**config.mk**
```make
export PLATFORM = sky130hd
export DESIGN_NAME = demod_slicer_pipe
export DESIGN_NICKNAME = d
export VERILOG_FILES = /design/src/rtl/demod_slicer_pipe.sv
export SDC_FILE = /design/constraint.sdc
export NUM_CORES = 1
export LEC_CHECK = 0
export CORE_MARGIN = 5
export CORE_UTILIZATION = 65
export DETAILED_ROUTE_END_ITERATION = 10
export GPL_ROUTABILITY_DRIVEN = 1
export PLACE_DENSITY_LB_ADDON = 0.05
export SYNTH_ARGS = -nofsm -noshare
export SYNTH_HDL_FRONTEND = slang
export SYNTH_SLANG_ARGS = --single-unit
```
**constraint.sdc**
```tcl
create_clock -name clk -period 64.3 [get_ports clk]
set_clock_uncertainty 0.15 [all_clocks]
set_input_delay 9.645 -clock clk [delete_from_list [all_inputs] [get_ports clk]]
set_output_delay 9.645 -clock clk [all_outputs]
set_load 0.02 [all_outputs]
```
**src/rtl/demod_slicer_pipe.sv**
```systemverilog
// Sample slicer: maps an unsigned sample to a segment index, an in-segment offset
// and a saturation flag. Results go through a fixed-latency pipeline into an
// output FIFO, and occupancy credit on the input side keeps the FIFO from overflowing.
module demod_slicer_pipe #(
    parameter int unsigned DATA_W     = 32,
    parameter int unsigned SEG_COUNT  = 10,
    parameter int unsigned STEP       = 100,
    parameter int unsigned LATENCY    = 3,
    parameter int unsigned FIFO_DEPTH = 8,
    localparam int unsigned SYM_W     = ($clog2(SEG_COUNT) > 1) ? $clog2(SEG_COUNT) : 1
) (
    input  logic              clk,
    input  logic              reset,
    input  logic              in_valid,
    output logic              in_ready,
    input  logic [DATA_W-1:0] in_sample,
    output logic              out_valid,
    input  logic              out_ready,
    output logic [SYM_W-1:0]  out_sym,
    output logic [DATA_W-1:0] out_resid,
    output logic              out_sat,
    output logic              busy
);

    localparam int unsigned PTR_W = ($clog2(FIFO_DEPTH) > 1) ? $clog2(FIFO_DEPTH) : 1;
    localparam int unsigned CNT_W = $clog2(FIFO_DEPTH + 1);
    // The compare is wide enough to hold SEG_COUNT*STEP without truncation.
    localparam int unsigned CMP_W = ((DATA_W > 64) ? DATA_W : 64) + 1;
    localparam logic [CMP_W-1:0] TOP_LIM = CMP_W'(SEG_COUNT) * CMP_W'(STEP);
    localparam logic [CMP_W-1:0] SYM_MAX = CMP_W'(SEG_COUNT - 1);
    localparam logic [CMP_W-1:0] STEP_W  = CMP_W'(STEP);

    typedef struct packed {
        logic              sat;
        logic [SYM_W-1:0]  sym;
        logic [DATA_W-1:0] resid;
    } word_t;

    word_t              slice;
    logic [CMP_W-1:0]   in_w;
    logic [CMP_W-1:0]   quot;

    logic [LATENCY-1:0] stg_valid;
    word_t              stg_data [LATENCY];
    word_t              mem [FIFO_DEPTH];

    logic [PTR_W-1:0]   rd_ptr, wr_ptr, rd_ptr_n;
    logic [CNT_W-1:0]   fifo_cnt, fifo_cnt_n, cnt_after_pop;
    logic [CNT_W-1:0]   occ, occ_n;
    logic               accept, pop, wr;
    word_t              head_n;

    function automatic logic [PTR_W-1:0] ptr_inc(input logic [PTR_W-1:0] p);
        if (p == PTR_W'(FIFO_DEPTH - 1)) return '0;
        return p + PTR_W'(1);
    endfunction

    assign in_ready = (occ < CNT_W'(FIFO_DEPTH)) && !reset;
    assign busy     = (occ != '0);
    assign accept   = in_valid && in_ready;
    assign pop      = out_valid && out_ready;
    assign wr       = stg_valid[LATENCY-1];

    // Slice the incoming sample into segment index, offset and saturation flag.
    always_comb begin
        in_w = CMP_W'(in_sample);
        quot = in_w / STEP_W;
        if (quot > SYM_MAX) quot = SYM_MAX;
        slice.sym   = SYM_W'(quot);
        slice.resid = DATA_W'(in_w - quot * STEP_W);
        slice.sat   = (in_w >= TOP_LIM);
    end

    // Stage valid bits: these shift every cycle and never stall.
    always_ff @(posedge clk) begin
        if (reset) begin
            stg_valid <= '0;
        end else begin
            stg_valid[0] <= accept;
            for (int i = 1; i < int'(LATENCY); i++) stg_valid[i] <= stg_valid[i-1];
        end
    end

    // Stage payloads are qualified by the valid bits, so they have no reset.
    always_ff @(posedge clk) begin
        stg_data[0] <= slice;
        for (int i = 1; i < int'(LATENCY); i++) stg_data[i] <= stg_data[i-1];
    end

    // A word enters the FIFO storage at the edge that ends its last stage.
    always_ff @(posedge clk) begin
        if (wr) mem[wr_ptr] <= stg_data[LATENCY-1];
    end

    // Compute the next FIFO state, the next head word and the next occupancy.
    always_comb begin
        rd_ptr_n      = pop ? ptr_inc(rd_ptr) : rd_ptr;
        cnt_after_pop = fifo_cnt - CNT_W'(pop);
        fifo_cnt_n    = cnt_after_pop + CNT_W'(wr);
        occ_n         = occ + CNT_W'(accept) - CNT_W'(pop);
        head_n        = '0;
        if (cnt_after_pop != '0) head_n = mem[rd_ptr_n];
        else if (wr)             head_n = stg_data[LATENCY-1];
    end

    // Control registers and the registered output head.
    always_ff @(posedge clk) begin
        if (reset) begin
            rd_ptr    <= '0;
            wr_ptr    <= '0;
            fifo_cnt  <= '0;
            occ       <= '0;
            out_valid <= 1'b0;
            out_sym   <= '0;
            out_resid <= '0;
            out_sat   <= 1'b0;
        end else begin
            rd_ptr    <= rd_ptr_n;
            wr_ptr    <= wr ? ptr_inc(wr_ptr) : wr_ptr;
            fifo_cnt  <= fifo_cnt_n;
            occ       <= occ_n;
            out_valid <= (fifo_cnt_n != '0);
            out_sym   <= head_n.sym;
            out_resid <= head_n.resid;
            out_sat   <= head_n.sat;
        end
    end

endmodule

```
==> metrics.cfg, run 1 <==
[sta]
worst_pin_slew_ns = 1.141
relSlewSlack_pct = 23.41
fin_crit_ns = 40.08
tns_ns = 0
finalWorstSetupSlack_ns = 24.22
hold_slack_ns = 0.1707
final-hold-violation-count = 0
finalSetupViolations = 0
rsz0062_at_grt = false
drv_slew = 0
max_freq_mhz = 24.95
period_share_pct = 62.34

[status]
outcome = finished, final reports clean

[worst_setup_path]
r2r_start = rd_ptr[0]$_SDFF_PP0_
end_kind = flip-flop
startpoint = in_sample[28]
reg2reg_slack_ns = 60.72
critical_path_class = input pin to flip-flop
crit_buf_inv = 3
cp_common_cell = a21oi_1
worstSetupEndpoint = stg_data[0][31]$_DFF_P_
crit_fanout = 21
cp_top_family = compound AO/OA/AOI/OAI gates
start_kind = input pin
rr_worst_depth = 9
max_stage_delay_ns = 0.99
r2r_end = out_resid[19]$_SDFF_PP0_
cp.depth = 97
cp.arrival_ns = 40.33
worst_ep_required_time_ns = 64.55
crit_path_top_delay_cell = a2111oi_1

[clocking]
cts_tree = done
holdBufCountCts = 0
cts.htree.levels = 2
cts.repair.resized = 0
cts.path.max_buffers = 3
root_buffer = clkbuf_16
clk_latency_ns = 0.53
cts_sinks = 462
numCtsBuffers = 38
post_cts_buffers = 0
clk_pin_slew_ns = 0.07

[global_route]
grt_max_degree = 75
grt_remaining_overflow = 0
grt_pass1_vias = 22480
grt_pass1_wl_um = 121800
antenna_found_initial = 0
grtUsageTotal_pct = 29.50

[yosys]
ys_warn_count = 0
syn_inst = 2823
synth_common_cells = edfxtp_1, inv_1, a21oi_1, nor2_1, dfxtp_1
synthTopCellsByArea = edfxtp_1, dfxtp_1, mux4_2, ha_1, xnor2_1
yosysMostFrequentCell = edfxtp_1
syn_avg_cell_area_um2 = 10.57
ys_seq_area_share_pct = 40.93
synth_edf_count = 296
yosysTopAreaCellShare_pct = 29.79
synthesis.area_um2 = 29830
yosysTopAreaCell = edfxtp_1
yosys_most_used_dff = edfxtp_1
synth_cell_type_count = 142
async_reset_ff_share_pct = 0
ys_seq_elements = 462

[placed_design]
place_ws_ns = 24.38
gp_congestion = 0.9368
dp_hpwl_um = 51840
portBuffers = 75

[routing]
wl_per_cell_um = 21.74
via_per_inst = 6.708
vias = 23730
antenna_left = 0
wirelength_um = 76890
drc_errors = 0
dr.pass1.iters = 7
drtIter0Drc = 2323

[floorplanning]
die-area_um2 = 50280
initial_core_util_pct = 65.74
ios = 76
die_w_um = 224.2
rows = 78
coreArea_um2 = 45380
die_y_um = 224.2

[final_layout]
nNetsFinal = 3086
area.growth.synth_to_final_pct = 9.159
layout-drive-gt1-share_pct = 10.87
fin_util_pct = 71.76

[min_path]
hold_class = flip-flop to flip-flop

[job]
cap_violations = 0

per-layer routing:
metal | GRT usage [%] | share of wire, % | wire length (um)
met3 | 1.814 | 6.3 | 4837
met5 | 0 | 0 | 0
met1 | 40.37 | 41 | 31710
met2 | 51.52 | 49 | 37960
met4 | 8.505 | 3.1 | 2373
flip-flops by register name, indices dropped and copies added, names as in the netlist, 4 cells and up:
| register | count |
|---|---|
| fifo_cnt | 4 |
| mem | 296 |
| occ | 4 |
| out_resid | 32 |
| out_sym | 4 |
| stg_data | 111 |
logic make-up (layout without fill, tap and decap cells):
kind of cell    Yosys count  in the layout  synth area share (%)
buf+inv                 304            354                 4.219
other cells               2             66               0.02517
compound gates          818            818                 20.63
xor+xnor                170            170                 5.205
mux                     155            155                 8.358
flops                   462            462                 40.93
fa+ha+maj               156            156                 7.021
simple gates            756            756                 13.61
through the flow:
| step | instances | instance area (um2) |
|---|---|---|
| final | 3537 | 32570 |
| after global routing | 3536 | 32560 |
| after CTS | 3536 | 32560 |
| after detailed placement | 3467 | 31280 |
| after global placement | 3467 | 31280 |
| after floorplan | 2886 | 30070 |
worst min path at each step:
| stage | start | to | slack, ns | depth (start not counted) |
|---|---|---|---|---|
| 2_1_floorplan | stg_data[0][63]$_DFF_P_ | stg_data[0][100]$_DFF_P_ | 0.16 | 0 |
| 3_3_place_gp | stg_data[0][64]$_DFF_P_ | stg_data[0][101]$_DFF_P_ | 0.16 | 0 |
| 3_5_place_dp | stg_data[0][67]$_DFF_P_ | stg_data[0][104]$_DFF_P_ | 0.16 | 0 |
| 4_1_cts | stg_data[0][12]$_DFF_P_ | stg_data[0][49]$_DFF_P_ | 0.17 | 0 |
| 5_1_grt | stg_data[0][32]$_DFF_P_ | stg_data[0][69]$_DFF_P_ | 0.18 | 0 |
| 6_report | stg_data[0][32]$_DFF_P_ | stg_data[0][69]$_DFF_P_ | 0.17 | 0 |
layout make-up:
type / instances / area (um2)
clock buffer: 49 / 1074
timing repair buffer: 97 / 910.9
multi-input combinational: 2120 / 16700
fill: 3193 / 12810
clock inverter: 20 / 211.5
antenna: 1 / 2.502
inverter: 188 / 705.7
sequential: 462 / 12210
tap: 600 / 750.7
cell usage in the layout (no fill, tap or decap), types with 13 or more instances in the layout:
master	n
dfxtp_1	165
a211oi_1	58
edfxtp_1	296
nand2b_1	25
conb_1	65
o21bai_1	27
xnor2_1	111
fa_1	23
inv_1	187
nor3_1	60
o21a_1	26
nand3_1	66
o31ai_1	26
or3_1	19
or4_1	17
a31oi_1	37
nand4_1	24
nand2_1	156
buf_4	22
xor2_1	52
nor4_1	37
mux2i_1	66
o2111ai_1	17
nor2b_1	17
o22ai_1	13
nor2_1	169
o211ai_1	40
clkbuf_16	39
a21oi_1	183
and3_1	20
mux4_2	74
and2_1	29
or2_2	17
o21ai_0	87
clkdlybuf4s50_1	74
a21o_1	20
ha_1	120
o21ai_1	29
Power of run 1 is left out: the tool's default activity adds up to more than one toggle a clock period on the data nets, which glitch-free logic cannot reach.
==> run 2, diff against run 1 <==
--- a/config.mk
+++ b/config.mk
@@ -6,7 +6,7 @@
 export NUM_CORES = 1
 export LEC_CHECK = 0
 export CORE_MARGIN = 5
-export CORE_UTILIZATION = 65
+export CORE_UTILIZATION = 63
 export DETAILED_ROUTE_END_ITERATION = 10
 export GPL_ROUTABILITY_DRIVEN = 1
 export PLACE_DENSITY_LB_ADDON = 0.05
==> constraint.sdc (replaced) <==
create_clock -name clk -period 39.2 [get_ports clk]
set_clock_uncertainty 0.15 [all_clocks]
set_input_delay 5.88 -clock clk [delete_from_list [all_inputs] [get_ports clk]]
set_output_delay 5.88 -clock clk [all_outputs]
set_load 0.02 [all_outputs]
==> metrics.cfg, run 2 (synthesis gave the netlist of run 1 again) <==
[status]
outcome = finished, final reports clean  ; unchanged

[clocking]
clk_latency_ns = 0.54  ; was 0.53 ns
cts.path.max_buffers = 3  ; unchanged
cts.repair.resized = 0  ; unchanged
numCtsBuffers = 40  ; was 38
cts.htree.levels = 2  ; unchanged
cts_tree = done  ; unchanged
clk_pin_slew_ns = 0.06  ; was 0.07 ns
root_buffer = clkbuf_16  ; unchanged
post_cts_buffers = 0  ; unchanged
holdBufCountCts = 0  ; unchanged
cts_sinks = 462  ; unchanged

[sta]
drv_slew = 0  ; unchanged
final-hold-violation-count = 0  ; unchanged
worst_pin_slew_ns = 1.111  ; was 1.141 ns
relSlewSlack_pct = 25.40  ; was 23.41%
hold_slack_ns = 0.1584  ; was 0.1707 ns
finalSetupViolations = 0  ; unchanged
rsz0062_at_grt = false  ; unchanged
tns_ns = 0  ; unchanged
period_share_pct = 91.54
max_freq_mhz = 27.87
fin_crit_ns = 35.88

[worst_setup_path]
max_stage_delay_ns = 0.89  ; was 0.99 ns
crit_path_top_delay_cell = a21boi_2  ; was a2111oi_1
cp_top_family = compound AO/OA/AOI/OAI gates  ; unchanged
crit_buf_inv = 3  ; unchanged
worst_ep_required_time_ns = 39.47  ; was 64.55 ns
cp.arrival_ns = 36.15  ; was 40.33 ns
cp_common_cell = a21oi_1  ; unchanged
crit_fanout = 21  ; unchanged
end_kind = flip-flop  ; unchanged
start_kind = input pin  ; unchanged
critical_path_class = input pin to flip-flop  ; unchanged

[routing]
drc_errors = 0  ; unchanged
wirelength_um = 74410  ; was 76890 um
vias = 23500  ; was 23730
antenna_left = 0  ; unchanged
via_per_inst = 6.618  ; was 6.708
dr.pass1.iters = 7  ; unchanged
wl_per_cell_um = 20.95  ; was 21.74 um
drtIter0Drc = 2270  ; was 2323

[floorplanning]
initial_core_util_pct = 63.95  ; was 65.74%
die_w_um = 227.6  ; was 224.2 um
die_y_um = 227.6  ; was 224.2 um
die-area_um2 = 51810  ; was 50280 um2
ios = 76  ; unchanged
coreArea_um2 = 46650  ; was 45380 um2
rows = 79  ; was 78

[final_layout]
nNetsFinal = 3090  ; was 3086
area.growth.synth_to_final_pct = 9.432  ; was 9.159%
mostFrequentLayoutCell = edfxtp_1  ; unchanged
final_cell_mix = edfxtp_1, inv_1, a21oi_1  ; unchanged
top_register = mem  ; unchanged
layout-drive-gt1-share_pct = 11.21  ; was 10.87%
largest_register_ffs = 296  ; unchanged
fillers = 3418  ; was 3193
largest_registers = mem: 296 flops, stg_data: 111 flops, out_resid: 32 flops  ; unchanged

[global_route]
grt_pass1_wl_um = 120900  ; was 121800 um
grt_pass1_vias = 23170  ; was 22480
grt_max_degree = 75  ; unchanged
grtUsageTotal_pct = 28.35  ; was 29.50%
grt_remaining_overflow = 0  ; unchanged
antenna_found_initial = 1  ; was 0

[job]
cap_violations = 0  ; unchanged

[min_path]
hold_class = flip-flop to flip-flop  ; unchanged

[placed_design]
dp_hpwl_um = 51780  ; was 51840 um
gp_congestion = 0.9451  ; was 0.9368
portBuffers = 75  ; unchanged

==> run 2: per-stage QoR <==
stage | instance area (um2) | setup slack [ns] | util, % | cells
2_1_floorplan | 30070 | 9.104 | - | 2886
3_3_place_gp | 31300 | 4.107 | 67.09 | 3476
3_5_place_dp | 31300 | 3.365 | 67.09 | 3476
4_1_cts | 32650 | 3.761 | 69.97 | 3550
5_1_grt | 32650 | 0.5104 | 69.98 | 3551
6_report | 32650 | 3.317 | 69.98 | 3551
==> run 2: path summary, 6_finish.rpt <==
kind / start / endpoint / slack [ns] / cells past startpoint
hold / removal: stg_data[0][2]$_DFF_P_ / stg_data[0][39]$_DFF_P_ / 0.16 / 0
setup reg to reg: rd_ptr[0]$_SDFF_PP0_ / out_resid[12]$_SDFF_PP0_ / 35.91 / 8
hold reg to reg: stg_data[0][2]$_DFF_P_ / stg_data[0][39]$_DFF_P_ / 0.16 / 0
setup / recovery: in_sample[28] / stg_data[0][31]$_DFF_P_ / 3.32 / 97
==> run 2: area by class of cell <==
type / instances / area, um2 / area share (%)
Tap cell: 607 / 759.5 / 2.326
Clock buffer: 54 / 1187 / 3.637
Inverter: 188 / 705.7 / 2.161
Antenna cell: 1 / 2.502 / 0.007665
Clock inverter: 20 / 155.1 / 0.4752
Timing Repair Buffer: 99 / 925.9 / 2.836
Sequential cell: 462 / 12210 / 37.41
Multi-Input combinational cell: 2120 / 16700 / 51.15
==> run 2: routing by layer <==
metal	GRT usage, %	wire [um]	vias up
li1	-	-	10960
met4	10.34	2779	0
met5	0	0	-
met1	38.55	31030	11360
met3	2.928	4574	208
met2	47.76	36030	967
Power of run 2 is left out for the same reason.
